File: src/rtl/sys_mem_pkg.sv
// Shared defaults and state encoding for the memory sequencer.
// Imported by the sequencer top and its drain buffer.
package sys_mem_pkg;

  localparam int AW_DEF      = 14;
  localparam int DW_DEF      = 8;
  localparam int NWORDS_DEF  = 2500;
  localparam int TIMEOUT_DEF = 65535;

  typedef enum logic [2:0] {
    S_IDLE  = 3'd0,
    S_LOAD  = 3'd1,
    S_START = 3'd2,
    S_RUN   = 3'd3,
    S_DRAIN = 3'd4,
    S_DONE  = 3'd5,
    S_ERR   = 3'd6
  } state_e;

endpackage

File: src/rtl/sys_drain_fifo2.sv
// Two-entry drain buffer fed by a one-cycle-latency memory read.
// Reads are granted only when the data can never overflow the buffer.
module sys_drain_fifo2 #(
  parameter int DW = 8
) (
  input  logic          clk,
  input  logic          rst,
  input  logic          issue_i,
  input  logic [DW-1:0] rd_data_i,
  input  logic          out_ready_i,
  output logic          out_valid_o,
  output logic [DW-1:0] out_data_o,
  output logic          can_issue_o
);

  logic [DW-1:0] mem_q [2];
  logic          wr_ptr_q;
  logic          rd_ptr_q;
  logic [1:0]    cnt_q;
  logic          pend_q;
  logic          pop;
  logic [2:0]    occ;

  assign out_valid_o = (cnt_q != 2'd0);
  assign out_data_o  = out_valid_o ? mem_q[rd_ptr_q] : '0;
  assign pop         = out_valid_o & out_ready_i;

  // Occupancy after this cycle's pop, counting the read in flight.
  assign occ = {1'b0, cnt_q} + {2'b0, pend_q} - {2'b0, pop};
  assign can_issue_o = (cnt_q != 2'd2) && (occ < 3'd2);

  always_ff @(posedge clk or posedge rst) begin
    if (rst) begin
      mem_q[0] <= '0;
      mem_q[1] <= '0;
      wr_ptr_q <= 1'b0;
      rd_ptr_q <= 1'b0;
      cnt_q    <= 2'd0;
      pend_q   <= 1'b0;
    end else begin
      pend_q <= issue_i;
      if (pend_q) begin
        mem_q[wr_ptr_q] <= rd_data_i;
        wr_ptr_q        <= ~wr_ptr_q;
      end
      if (pop) begin
        rd_ptr_q <= ~rd_ptr_q;
      end
      cnt_q <= cnt_q + {1'b0, pend_q} - {1'b0, pop};
    end
  end

endmodule

File: src/rtl/sys_mem_seq_ctrl.sv
// Load / scan / drain sequencer between the host streams,
// the two scan memories and the scan engine.
module sys_mem_seq_ctrl
  import sys_mem_pkg::*;
#(
  parameter int AW      = AW_DEF,
  parameter int DW      = DW_DEF,
  parameter int N_WORDS = NWORDS_DEF,
  parameter int TIMEOUT = TIMEOUT_DEF
) (
  input  logic          clk,
  input  logic          rst,
  input  logic          go,
  input  logic          in_valid,
  input  logic [DW-1:0] in_data,
  output logic          in_ready,
  output logic          ld_we,
  output logic [AW-1:0] ld_addr,
  output logic [DW-1:0] ld_data,
  output logic          scan_start,
  input  logic          scan_finish,
  output logic          rd_en,
  output logic [AW-1:0] rd_addr,
  input  logic [DW-1:0] rd_data,
  output logic          out_valid,
  output logic [DW-1:0] out_data,
  input  logic          out_ready,
  output logic          busy,
  output logic          done,
  output logic          err,
  output logic [2:0]    state
);

  localparam int CW = AW + 1;
  localparam logic [CW-1:0] LAST  = CW'(N_WORDS - 1);
  localparam logic [CW-1:0] NW    = CW'(N_WORDS);
  localparam logic [15:0]   TLAST = 16'(TIMEOUT - 1);

  state_e        state_q, state_d;
  logic [CW-1:0] ld_cnt_q, ld_cnt_d;
  logic [CW-1:0] rd_cnt_q, rd_cnt_d;
  logic [CW-1:0] out_cnt_q, out_cnt_d;
  logic [15:0]   timer_q, timer_d;
  logic          fin_q, fin_d;
  logic          ld_we_q, ld_we_d;
  logic [AW-1:0] ld_addr_q, ld_addr_d;
  logic [DW-1:0] ld_data_q, ld_data_d;
  logic          start_q, start_d;
  logic          hs;
  logic          pop;
  logic          can_issue;
  logic          rd_go;

  assign in_ready = (state_q == S_LOAD);
  assign hs       = in_valid & in_ready;
  assign pop      = out_valid & out_ready;

  always_comb begin
    state_d   = state_q;
    ld_cnt_d  = ld_cnt_q;
    rd_cnt_d  = rd_cnt_q;
    out_cnt_d = out_cnt_q;
    timer_d   = timer_q;
    fin_d     = fin_q;
    ld_we_d   = 1'b0;
    ld_addr_d = ld_addr_q;
    ld_data_d = ld_data_q;
    start_d   = 1'b0;
    rd_go     = 1'b0;
    unique case (state_q)
      S_IDLE, S_DONE, S_ERR: begin
        if (go) begin
          state_d  = S_LOAD;
          ld_cnt_d = '0;
        end
      end
      S_LOAD: begin
        if (hs) begin
          ld_we_d   = 1'b1;
          ld_addr_d = ld_cnt_q[AW-1:0];
          ld_data_d = in_data;
          ld_cnt_d  = ld_cnt_q + 1'b1;
          if (ld_cnt_q == LAST) begin
            state_d = S_START;
          end
        end
      end
      S_START: begin
        start_d = 1'b1;
        timer_d = '0;
        fin_d   = scan_finish;
        state_d = S_RUN;
      end
      S_RUN: begin
        fin_d   = scan_finish;
        timer_d = timer_q + 16'd1;
        // Only a fresh rising edge counts; a stale level is ignored.
        if (scan_finish && !fin_q) begin
          state_d   = S_DRAIN;
          rd_cnt_d  = '0;
          out_cnt_d = '0;
        end else if (timer_q == TLAST) begin
          state_d = S_ERR;
        end
      end
      S_DRAIN: begin
        rd_go = (rd_cnt_q < NW) && can_issue;
        if (rd_go) begin
          rd_cnt_d = rd_cnt_q + 1'b1;
        end
        if (pop) begin
          out_cnt_d = out_cnt_q + 1'b1;
          if (out_cnt_q == LAST) begin
            state_d = S_DONE;
          end
        end
      end
      default: state_d = S_IDLE;
    endcase
  end

  always_ff @(posedge clk or posedge rst) begin
    if (rst) begin
      state_q   <= S_IDLE;
      ld_cnt_q  <= '0;
      rd_cnt_q  <= '0;
      out_cnt_q <= '0;
      timer_q   <= '0;
      fin_q     <= 1'b0;
      ld_we_q   <= 1'b0;
      ld_addr_q <= '0;
      ld_data_q <= '0;
      start_q   <= 1'b0;
    end else begin
      state_q   <= state_d;
      ld_cnt_q  <= ld_cnt_d;
      rd_cnt_q  <= rd_cnt_d;
      out_cnt_q <= out_cnt_d;
      timer_q   <= timer_d;
      fin_q     <= fin_d;
      ld_we_q   <= ld_we_d;
      ld_addr_q <= ld_addr_d;
      ld_data_q <= ld_data_d;
      start_q   <= start_d;
    end
  end

  sys_drain_fifo2 #(
    .DW(DW)
  ) u_fifo (
    .clk         (clk),
    .rst         (rst),
    .issue_i     (rd_go),
    .rd_data_i   (rd_data),
    .out_ready_i (out_ready),
    .out_valid_o (out_valid),
    .out_data_o  (out_data),
    .can_issue_o (can_issue)
  );

  assign ld_we      = ld_we_q;
  assign ld_addr    = ld_addr_q;
  assign ld_data    = ld_data_q;
  assign scan_start = start_q;
  assign rd_en      = rd_go;
  assign rd_addr    = rd_go ? rd_cnt_q[AW-1:0] : '0;
  assign busy       = (state_q == S_LOAD) || (state_q == S_START) ||
                      (state_q == S_RUN)  || (state_q == S_DRAIN);
  assign done       = (state_q == S_DONE);
  assign err        = (state_q == S_ERR);
  assign state      = state_q;

endmodule

File: config.mk
export PLATFORM = sky130hd
export DESIGN_NAME = sys_mem_seq_ctrl
export DESIGN_NICKNAME = d
export VERILOG_FILES = /design/src/rtl/sys_mem_pkg.sv /design/src/rtl/sys_drain_fifo2.sv /design/src/rtl/sys_mem_seq_ctrl.sv
export SDC_FILE = /design/constraint.sdc
export NUM_CORES = 1
export LEC_CHECK = 0
export ABC_AREA = 1
export CAP_MARGIN = 0
export CORE_MARGIN = 2
export CORE_UTILIZATION = 30
export CTS_BUF_LIST = sky130_fd_sc_hd__clkbuf_4 sky130_fd_sc_hd__clkbuf_8
export DETAILED_ROUTE_END_ITERATION = 16
export SLEW_MARGIN = 20
export SYNTH_ARGS = -nofsm -noshare
export SYNTH_HDL_FRONTEND = slang
export SYNTH_SLANG_ARGS = --single-unit
File: constraint.sdc
create_clock -name clk -period 3.4 [get_ports clk]
set_input_delay 0.68 -clock clk [delete_from_list [all_inputs] [get_ports clk]]
set_output_delay 0.68 -clock clk [all_outputs]
set_load 0.1 [all_outputs]
==> results.md, run 1 <==
- Result of the run: finished, violations left
- Failing checks: negative setup slack
- Number of primary I/O pins: 77
- Prevailing post-synth register cell: dfrtp_1
- Cell type with the largest total area after synthesis: dfrtp_1
- Clock edge transition at the registers on the reported setup and hold paths: 110 ps
- Post-synthesis instance area: 0.005959 mm2
- # hold bufs at CTS: 0
- Post-route setup TNS: -3164 ps
- Crit Path Category: reg -> out
- Number of remaining DRC errors: 0
- Total congestion overflow: 0
- Initial core utilization: 30.62%
- Top post-synthesis cells by area: dfrtp_1 (46%), nand2_1 (14%), inv_1 (5.9%)
- Filler Cell Count: 2039
- Post-synthesis async set-or-reset flop share: 100.0%
- Multi-input combinational cell area: 0.002841 mm2
- Die area: 0.02101 mm2
- H-tree depth reported by CTS: 3
- Max-Cap Viols: 0
- Sequential fraction of the synthesis area: 46.19%
- Total power consumption of the routed design: 5.764 mW
- Routed WL: 13.98 mm
- Layout overhead on the synthesized area: 26.50%
- Final ANT Viol Nets: 0
- Clock tree from TritonCTS: yes
- Cells after Synth: 792
- Final-layout worst hold slack: 483.2 ps
- Chip width: 144.9 um
- Peak supply drop: 0.8380 mV
- Unrepaired setup endpoints after global routing: true
- Worst R2R Setup Slack: 530 ps
- Number of global-route vias before repair: 4889
- Period minus WS final: 3661 ps
- Number of port buffers: 74
- Mean cell area of the mapped netlist: 7.525 um2
- Number of standard-cell rows in the floorplan: 51
- Antenna diode instance count: 0
- Top-area cell type share of the netlist area: 46.19%
- Final std cell area, no fill: 0.007538 mm2
- Hold path depth: 2
- Number of setup violations in the final report: 13
- Number of flops mapped to enable cells by yosys: 0
- Data arrival time of the worst path: 2980 ps
- FF+latch count, synth: 110
- Worst Setup Start Kind: register
- Highest clock frequency the design can meet: 273.2 MHz
- Pins Over Slew Limit: 0
- Detailed-route wire length per cell: 12.18 um
- WP data required: 2720 ps
- Most frequently used cell type in the post-synthesis netlist: nand2_1
- Worst slew margin: 35.33%
- Fin Clk Skew: 16.92 ps
- Leading post-synthesis cells by instance count: nand2_1 (226), dfrtp_1 (110), inv_1 (94)
- Maximum fanout along the worst path: 11
- Overall via count from detail_route: 5158
- Lkg Pwr: 3.499 nW
- Placed cell area: 0.007227 mm2
- Smallest setup slack after layout: -260.6 ps
- Largest net degree at the start of global routing: 53
- Worst hold path class: reg -> reg
- Synthesis warning total: 0
- Later-pin clock latency in the skew report: 400 ps
- Slew of the pin with the lowest slew margin: 967.0 ps
- Post-DR vias/cell: 4.497
- Final period utilization: 107.7%
- Initial antenna violation count: 0
- Fraction of final layout cells sized beyond drive strength 1: 16.21%
- Clock sinks: 110
- Power per Cell Area: 764.6 mW/mm2
- Detailed placer's ending HPWL: 10.18 mm
- Final nets: 907
- Number of distinct library cells after synthesis: 41
- Sequential Area: 0.002753 mm2
- GPL Wtd Cong: 0.8411
- Total GRT Usage: 13.70%
- Area of the core region: 0.01946 mm2
- Final standard cell utilization of the core: 38.73%
- Iteration count of the initial detailed-routing pass: 4
- Clock tree root driver cell: clkbuf_8
- Final Hold Violating Endpoints: 0
- Cts bufs inserted: 9
- Height of the die: 144.9 um
- Drt initial violations: 285
- Number of cells on the worst reg-to-reg path: 16
- Largest buffer count on any clock path: 2
- Kind of end point of the critical path: output port
- Wire length of the first global-routing pass: 23.82 mm
-- power by group --
| group | internal (mW) | leakage (nW) | switching [mW] | total [mW] |
|---|---|---|---|---|
| clock network | 0.441 | 0.117 | 0.477 | 0.918 |
| registers | 1.54 | 1.42 | 0.214 | 1.76 |
| logic | 0.701 | 1.96 | 2.39 | 3.09 |
-- per-layer routing --
| metal | routed length (um) | track usage [%] | up-vias |
|---|---|---|---|
| li1 | - | - | 2688 |
| met1 | 6885 | 18.27 | 2390 |
| met2 | 6429 | 22.24 | 69 |
| met3 | 473 | 3.082 | 11 |
| met4 | 187 | 4.158 | 0 |
| met5 | 0 | 0 | - |
-- critical path: stages, from the launching register on --
cell and delay (ps):
dfrtp_1 420, inv_2 120, nand2_8 70, nand2_8 70
inv_4 40, ha_4 250, inv_2 40, ha_4 150
fa_2 460, nor2_2 130, nand3_2 70, nor3_2 160
nand2_2 140, buf_12 190, nor2_4 110, buf_12 180
-- area by class of cell --
type	count	area share, %
Clock buffer	10	1.826
Clock inverter	6	1.212
Inverter	103	5.411
Multi-Input combinational cell	560	37.69
Sequential cell	110	36.51
Tap cell	265	4.398
Timing Repair Buffer	93	12.95
-- sequential cells by signal (all words and copies together), names as in the netlist --
signal / cells
timer_q: 16
u_fifo.mem_q: 16
ld_cnt_q: 15
out_cnt_q: 15
rd_cnt_q: 15
ld_addr: 14
ld_data: 8
state: 3
u_fifo.cnt_q: 2
fin_q: 1
ld_we: 1
scan_start: 1
u_fifo.pend_q: 1
u_fifo.rd_ptr_q: 1
u_fifo.wr_ptr_q: 1
-- stage by stage --
| stage | setup WS, ps | instances |
|---|---|---|
| finish | -260.6 | 1147 |
| global route | -371.2 | 1147 |
| CTS | -217.5 | 1145 |
| detailed placement | -479.0 | 1122 |
| global placement | -449.1 | 1122 |
| floorplan | -499.1 | 793 |
-- final timing paths --
check                                           from                 endpoint
setup / recovery           u_fifo.cnt_q[1]$_DFF_PP0_               rd_addr[5]
hold / removal                ld_data[7]$_DFFE_PP0P_   ld_data[7]$_DFFE_PP0P_
setup reg to reg           u_fifo.cnt_q[1]$_DFF_PP0_  rd_cnt_q[6]$_DFFE_PP0P_
hold reg to reg               ld_data[7]$_DFFE_PP0P_   ld_data[7]$_DFFE_PP0P_
max in group asynchronous                        rst  timer_q[15]$_DFFE_PP0P_
min in group asynchronous                        rst   ld_data[0]$_DFFE_PP0P_
-- logic make-up after synthesis --
family                   Yosys count  synth area share [%]
AND/OR/NAND/NOR                  434                 31.93
buffers and inverters            123                 8.755
flip-flops                       110                 46.19
AO/OA/AOI/OAI                    104                 9.469
XOR/XNOR                          11                 1.617
adder cells (fa/ha/maj)            8                 1.806
other                              1               0.06293
multiplexers                       1                0.1680
-- timing repair --
action                                  in CTS  in global routing
resized for setup                            5                  2
pin swaps                                    1                  1
endpoints found under the setup margin      13                 13
buffers inserted                             7                  2
-- layout by cell type (no fill, tap or decap), types with 3 or more instances in the layout --
| cell type | instances |
|---|---|
| nand2_1 | 223 |
| dfrtp_1 | 110 |
| inv_1 | 87 |
| nor2_1 | 79 |
| o21ai_0 | 62 |
| nand3_1 | 58 |
| buf_4 | 46 |
| clkdlybuf4s50_1 | 29 |
| nand4_1 | 20 |
| a21oi_1 | 17 |
| buf_12 | 16 |
| nor3_1 | 13 |
| nor2_4 | 13 |
| o21ai_1 | 11 |
| xor2_1 | 10 |
| clkbuf_8 | 10 |
| o21ai_2 | 8 |
| inv_2 | 8 |
| nand2_2 | 7 |
| ha_1 | 5 |
| o21bai_1 | 4 |
| nor2_2 | 4 |
| inv_4 | 4 |
| clkinvlp_4 | 3 |
| nand3_2 | 3 |
| or2_2 | 3 |
Power figures use the tool's default switching activity.
==> inputs of run 2 (changes only) <==
Clock period 3.4 ns to 3.7 ns, I/O delays scaled along.
==> run 2 against run 1 <==
The flow now finishes without violations. Register-to-register slack better by 330 ps. Via count up 1.3%. Wire length up 1.8%. Clock power down 9.8%. Cell count down 0.26%. Clock skew down 1.2 ps. Sequential power down 9%. First-iteration DRC count up 12%. Critical path type unchanged. Largest cell class unchanged. Highest routed layer unchanged.
==> results.md, run 2 (synthesis gave the netlist of run 1 again) <==
- Result of the run: finished clean
- Number of remaining DRC errors: 0
- Number of primary I/O pins: 77
- Area of the core region: 0.01946 mm2
- Detailed-route wire length per cell: 12.44 um
- Final ANT Viol Nets: 0
- Final Hold Violating Endpoints: 0
- Clock tree root driver cell: clkbuf_8
- Worst slew margin: 30.22%
- Layout overhead on the synthesized area: 26.58%
- Number of standard-cell rows in the floorplan: 51
- Slew of the pin with the lowest slew margin: 1043 ps
- Most common library cell in the layout ignoring fill and taps: nand2_1
- Worst hold path class: reg -> reg
- Clock sinks: 110
- Largest buffer count on any clock path: 2
- Number of global-route vias before repair: 4972
- Chain of cells forming the critical path: inv_2, nand2_8, nand2_8, inv_6, ha_4, inv_2, ha_4, fa_1, o21ai_1, nand2_1, nor3_2, nand2_2, buf_12, nor2_4, buf_12
- Clock edge transition at the registers on the reported setup and hold paths: 110 ps
- Largest net degree at the start of global routing: 50
- Antenna diode instance count: 0
- Total congestion overflow: 0
- Height of the die: 144.9 um
- Wire length of the first global-routing pass: 24.48 mm
- H-tree depth reported by CTS: 3
- Initial antenna violation count: 0
- Cts bufs inserted: 9
- Power per Cell Area: 700.0 mW/mm2
- Final std cell area, no fill: 0.007543 mm2
- Data arrival time of the worst path: 2920 ps
- WP data required: 2960 ps
- Highest clock frequency the design can meet: 273.0 MHz
- Detailed placer's ending HPWL: 10.19 mm
- Routed WL: 14.23 mm
- Highest cell delay on the worst timing path: 410 ps
- Largest registers: timer_q (16), u_fifo.mem_q (16)
- Die area: 0.02101 mm2
- Clock tree from TritonCTS: yes
- Maximum fanout along the worst path: 6
- Fraction of final layout cells sized beyond drive strength 1: 13.77%
- Final nets: 904
- Worst Setup Start Kind: register
- Drt initial violations: 319
- Placed cell area: 0.007248 mm2
- Slowest CP cell: dfrtp_1
- Crit Path Category: reg -> out
- Overall via count from detail_route: 5225
- Kind of end point of the critical path: output port
- Total GRT Usage: 13.94%
- Period minus WS final: 3664 ps
- Iteration count of the initial detailed-routing pass: 5
- Number of port buffers: 74
- Post-route setup TNS: 0 ps
- Unrepaired setup endpoints after global routing: true
- Final-layout worst hold slack: 480.0 ps
- Fin Clk Skew: 15.69 ps
- Leading cell types in the layout, fill and taps excluded: nand2_1 (223), dfrtp_1 (110), inv_1 (87), nor2_1 (80), o21ai_0 (62)
- # hold bufs at CTS: 0
- Number of setup violations in the final report: 0
- Post-DR vias/cell: 4.567
- Peak supply drop: 0.8059 mV
- GPL Wtd Cong: 0.8499
- Max-Cap Viols: 0
- Final period utilization: 99.02%
- Lkg Pwr: 3.450 nW
- Pins Over Slew Limit: 0
- Later-pin clock latency in the skew report: 390 ps
- Chip width: 144.9 um
- Initial core utilization: 30.62%
-- run 2: layout make-up --
cell class | instances | area [um2]
sequential | 110 | 2753
clock buffer | 10 | 131.4
fill | 2030 | 11920
inverter | 103 | 406.6
clock inverter | 6 | 92.59
timing repair buffer | 90 | 997.2
tap | 265 | 331.6
multi-input combinational | 560 | 2831
-- run 2: final timing paths --
kind	from	end	slack, ps	depth (start not counted)
worst min register to register	ld_data[3]$_DFFE_PP0P_	ld_data[3]$_DFFE_PP0P_	480	2
worst min-delay path	ld_data[3]$_DFFE_PP0P_	ld_data[3]$_DFFE_PP0P_	480	2
min in group asynchronous	rst	ld_data[2]$_DFFE_PP0P_	770	2
worst max-delay path	u_fifo.cnt_q[1]$_DFF_PP0_	rd_addr[3]	40	15
max in group asynchronous	rst	u_fifo.mem_q[10]$_DFFE_PP0P_	2240	3
worst max register to register	u_fifo.cnt_q[1]$_DFF_PP0_	rd_cnt_q[6]$_DFFE_PP0P_	860	16
-- run 2: timing repair --
action,CTS,global route
endpoints found under the hold margin,0,0
pin swaps,4,3
endpoints found under the setup margin,13,13
setup buffers,4,2
gates resized for setup,6,3
gates cloned,1,0
-- run 2: through the flow --
stage / util [%] / setup slack (ps) / power [mW] / cells
after floorplan: - / -262.3 / 3.852 / 793
after global placement: 37.24 / -281.1 / 4.426 / 1121
after detailed placement: 37.24 / -326.1 / 4.446 / 1121
after CTS: 38.66 / -41.10 / 5.315 / 1142
after global routing: 38.76 / -152.6 / 5.582 / 1144
final: 38.76 / 36.33 / 5.280 / 1144
-- run 2: critical path, delay by kind of cell, from the launching register on --
family	cells	cell delay [ps]
fa+ha+maj	3	770
simple gates	6	670
buf+inv	5	540
flops	1	410
compound gates	1	150
-- run 2: per-layer routing --
metal | global-route usage (%) | vias up | share of wire, %
met5 | 0 | - | 0
met4 | 5.149 | 0 | 1.8
met3 | 2.233 | 15 | 3.3
met2 | 21.52 | 97 | 45
met1 | 19.73 | 2431 | 50
li1 | - | 2682 | -
-- run 2: power breakdown --
group | internal, mW | total [mW] | switching (mW)
Combinational | 0.635 | 2.84 | 2.20
Clock | 0.394 | 0.828 | 0.434
Sequential | 1.42 | 1.61 | 0.194
==> inputs of run 3 (changes only) <==
Settings changed: CELL_PAD_IN_SITES_DETAIL_PLACEMENT set to 0, CELL_PAD_IN_SITES_GLOBAL_PLACEMENT set to 1, PLACE_DENSITY_LB_ADDON set to 0.1.
==> run 3 against run 2 <==
Global-route usage up 0.85 points. Sequential cell count unchanged. First-iteration DRC count down 1.3%. Register-to-register slack better by 20 ps. Clock power down 2%. Largest cell class unchanged. Largest power group unchanged.
==> results.md, run 3 (synthesis gave the netlist of run 1 again) <==
- Largest registers: timer_q (16), u_fifo.mem_q (16)
- Detailed-route wire length per cell: 12.98 um
- Worst Setup Start Kind: input port
- Met3 wire length: 534 um
- Clock tree from TritonCTS: yes
- Number of global-route vias before repair: 5071
- GPL Wtd Cong: 0.8168
- WP buf/inv: 5
- Antenna diode instance count: 0
- Height of the die: 144.9 um
- Number of standard-cell rows in the floorplan: 51
- Number of primary I/O pins: 77
- WP data required: 2960 ps
- Final standard cell count with taps included and fillers excluded: 1148
- Routed WL: 14.90 mm
- Sequential Area: 0.002753 mm2
- Slowest CP cell: fa_2
- Die area: 0.02101 mm2
- Setup WS pre-CTS: -371.3 ps
- Post-route setup TNS: 0 ps
- Largest net degree at the start of global routing: 60
- Max-Cap Viols: 0
- Met1 wire length: 7.193 mm
- Maximum fanout along the worst path: 8
- Overall via count from detail_route: 5253
- Multi-input combinational cell area: 0.002838 mm2
- Crit Path Category: in -> out
- Clock sinks: 110
- Smallest setup slack after layout: 36.95 ps
- Result of the run: finished clean
- Routed length on met2: 7.021 mm
- Period minus WS final: 3663 ps
- Worst slew margin: 30.84%
- Final period utilization: 99.00%
- Placed cell count: 1124
- Number of remaining DRC errors: 0
- Layout overhead on the synthesized area: 26.92%
- Initial antenna violation count: 0
- Chain of cells forming the critical path: clkdlybuf4s15_2, nand2_8, inv_4, ha_4, inv_2, ha_4, fa_2, nor2_1, nand3_1, nor3_2, nand2_2, buf_12, nor2_4, buf_12
- Number of setup violations in the final report: 0
- Leading cell types in the layout, fill and taps excluded: nand2_1 (223), dfrtp_1 (110), inv_1 (87), nor2_1 (80), o21ai_0 (62)
- Fin Clk Skew: 7.984 ps
- Peak supply drop: 0.6132 mV
- Initial core utilization: 30.62%
- Final nets: 909
- Lkg Pwr: 3.463 nW
- Clock edge transition at the registers on the reported setup and hold paths: 90 ps
- Highest cell delay on the worst timing path: 450 ps
- Total power consumption of the routed design: 5.289 mW
- Total GRT Usage: 14.80%
- Unrepaired setup endpoints after global routing: true
- Iteration count of the initial detailed-routing pass: 5
- Detailed placer's ending HPWL: 10.84 mm
- H-tree depth reported by CTS: 3
- Cell type group with the largest total delay on the critical path: adder cells
- Post-DR vias/cell: 4.576
- Highest metal used: met4
- Cts bufs inserted: 9
- Most common library cell in the layout ignoring fill and taps: nand2_1
- Worst hold path class: reg -> reg
- Data arrival time of the worst path: 2920 ps
- Later-pin clock latency in the skew report: 390 ps
- Kind of end point of the critical path: output port
- Total congestion overflow: 0
- Drt initial violations: 315
- Power per Cell Area: 699.3 mW/mm2
- Final ANT Viol Nets: 0
- Highest clock frequency the design can meet: 273.0 MHz
- Largest buffer count on any clock path: 2
- Number of port buffers: 74
- Slew of the pin with the lowest slew margin: 1034 ps
- Wire length of the first global-routing pass: 25.63 mm
- Filler Cell Count: 2048
- Final-layout worst hold slack: 478.3 ps
- Pins Over Slew Limit: 0
- Fraction of final layout cells sized beyond drive strength 1: 14.27%
- Chip width: 144.9 um
- Area of the core region: 0.01946 mm2
- Final Hold Violating Endpoints: 0
- Clock tree root driver cell: clkbuf_8
==> run 3: cell count changes in the layout (fill, tap and decap cells not counted), sizes merged <==
cell	before	now
clkinvlp	4	3
clkdlybuf4s15	0	1
clkinv	1	2
inv	102	100
clkdlybuf4s50	46	47
buf	43	47
==> run 3: final cells by class <==
type	instances	area share (%)
Tap cell	265	4.384
Clock buffer	11	1.836
Timing Repair Buffer	95	13.56
Clock inverter	4	0.9595
Inverter	103	5.343
Multi-Input combinational cell	560	37.52
Sequential cell	110	36.39
==> run 3: stage by stage <==
step	util (%)	cell area, um2
2_1_floorplan	-	6116
3_3_place_gp	37.37	7273
3_5_place_dp	37.37	7273
4_1_cts	38.71	7535
5_1_grt	38.86	7564
6_report	38.86	7564
==> run 3: layer usage <==
metal	vias up	global-route usage, %
met1	2480	19.65
met5	-	0
li1	2682	-
met2	82	24.67
met4	0	3.416
met3	9	3.302
==> run 3: power breakdown <==
| group | internal [mW] | switching, mW | total, mW |
|---|---|---|---|
| registers | 1.42 | 0.194 | 1.61 |
| clock network | 0.392 | 0.416 | 0.808 |
| logic | 0.670 | 2.20 | 2.87 |
==> run 3: what timing repair did <==
item | in CTS | in global routing
resized for setup | 4 | 3
hold buffers | 0 | 0
setup endpoints to repair | 13 | 13
pin swaps | 3 | 8
buffers inserted | 6 | 3
==> run 3: worst register-to-register path: cells and delay by family, from the launching register on <==
kind | cells | cell delay (ps)
adders and majority gates | 3 | 840
and+or+nand+nor | 7 | 810
buffers and inverters | 5 | 560
DFF | 1 | 400
AOI/OAI and AO/OA | 1 | 110
==> run 3: final timing paths <==
kind,start,end,slack [ps],cells after the start
min in group asynchronous,rst,u_fifo.mem_q[8]$_DFFE_PP0P_,790,2
max,out_ready,rd_addr[4],40,14
max reg2reg,u_fifo.cnt_q[1]$_DFF_PP0_,rd_cnt_q[6]$_DFFE_PP0P_,880,16
max in group asynchronous,rst,ld_cnt_q[6]$_DFFE_PP0P_,2120,3
min,ld_data[6]$_DFFE_PP0P_,ld_data[6]$_DFFE_PP0P_,480,2
min reg2reg,ld_data[6]$_DFFE_PP0P_,ld_data[6]$_DFFE_PP0P_,480,2
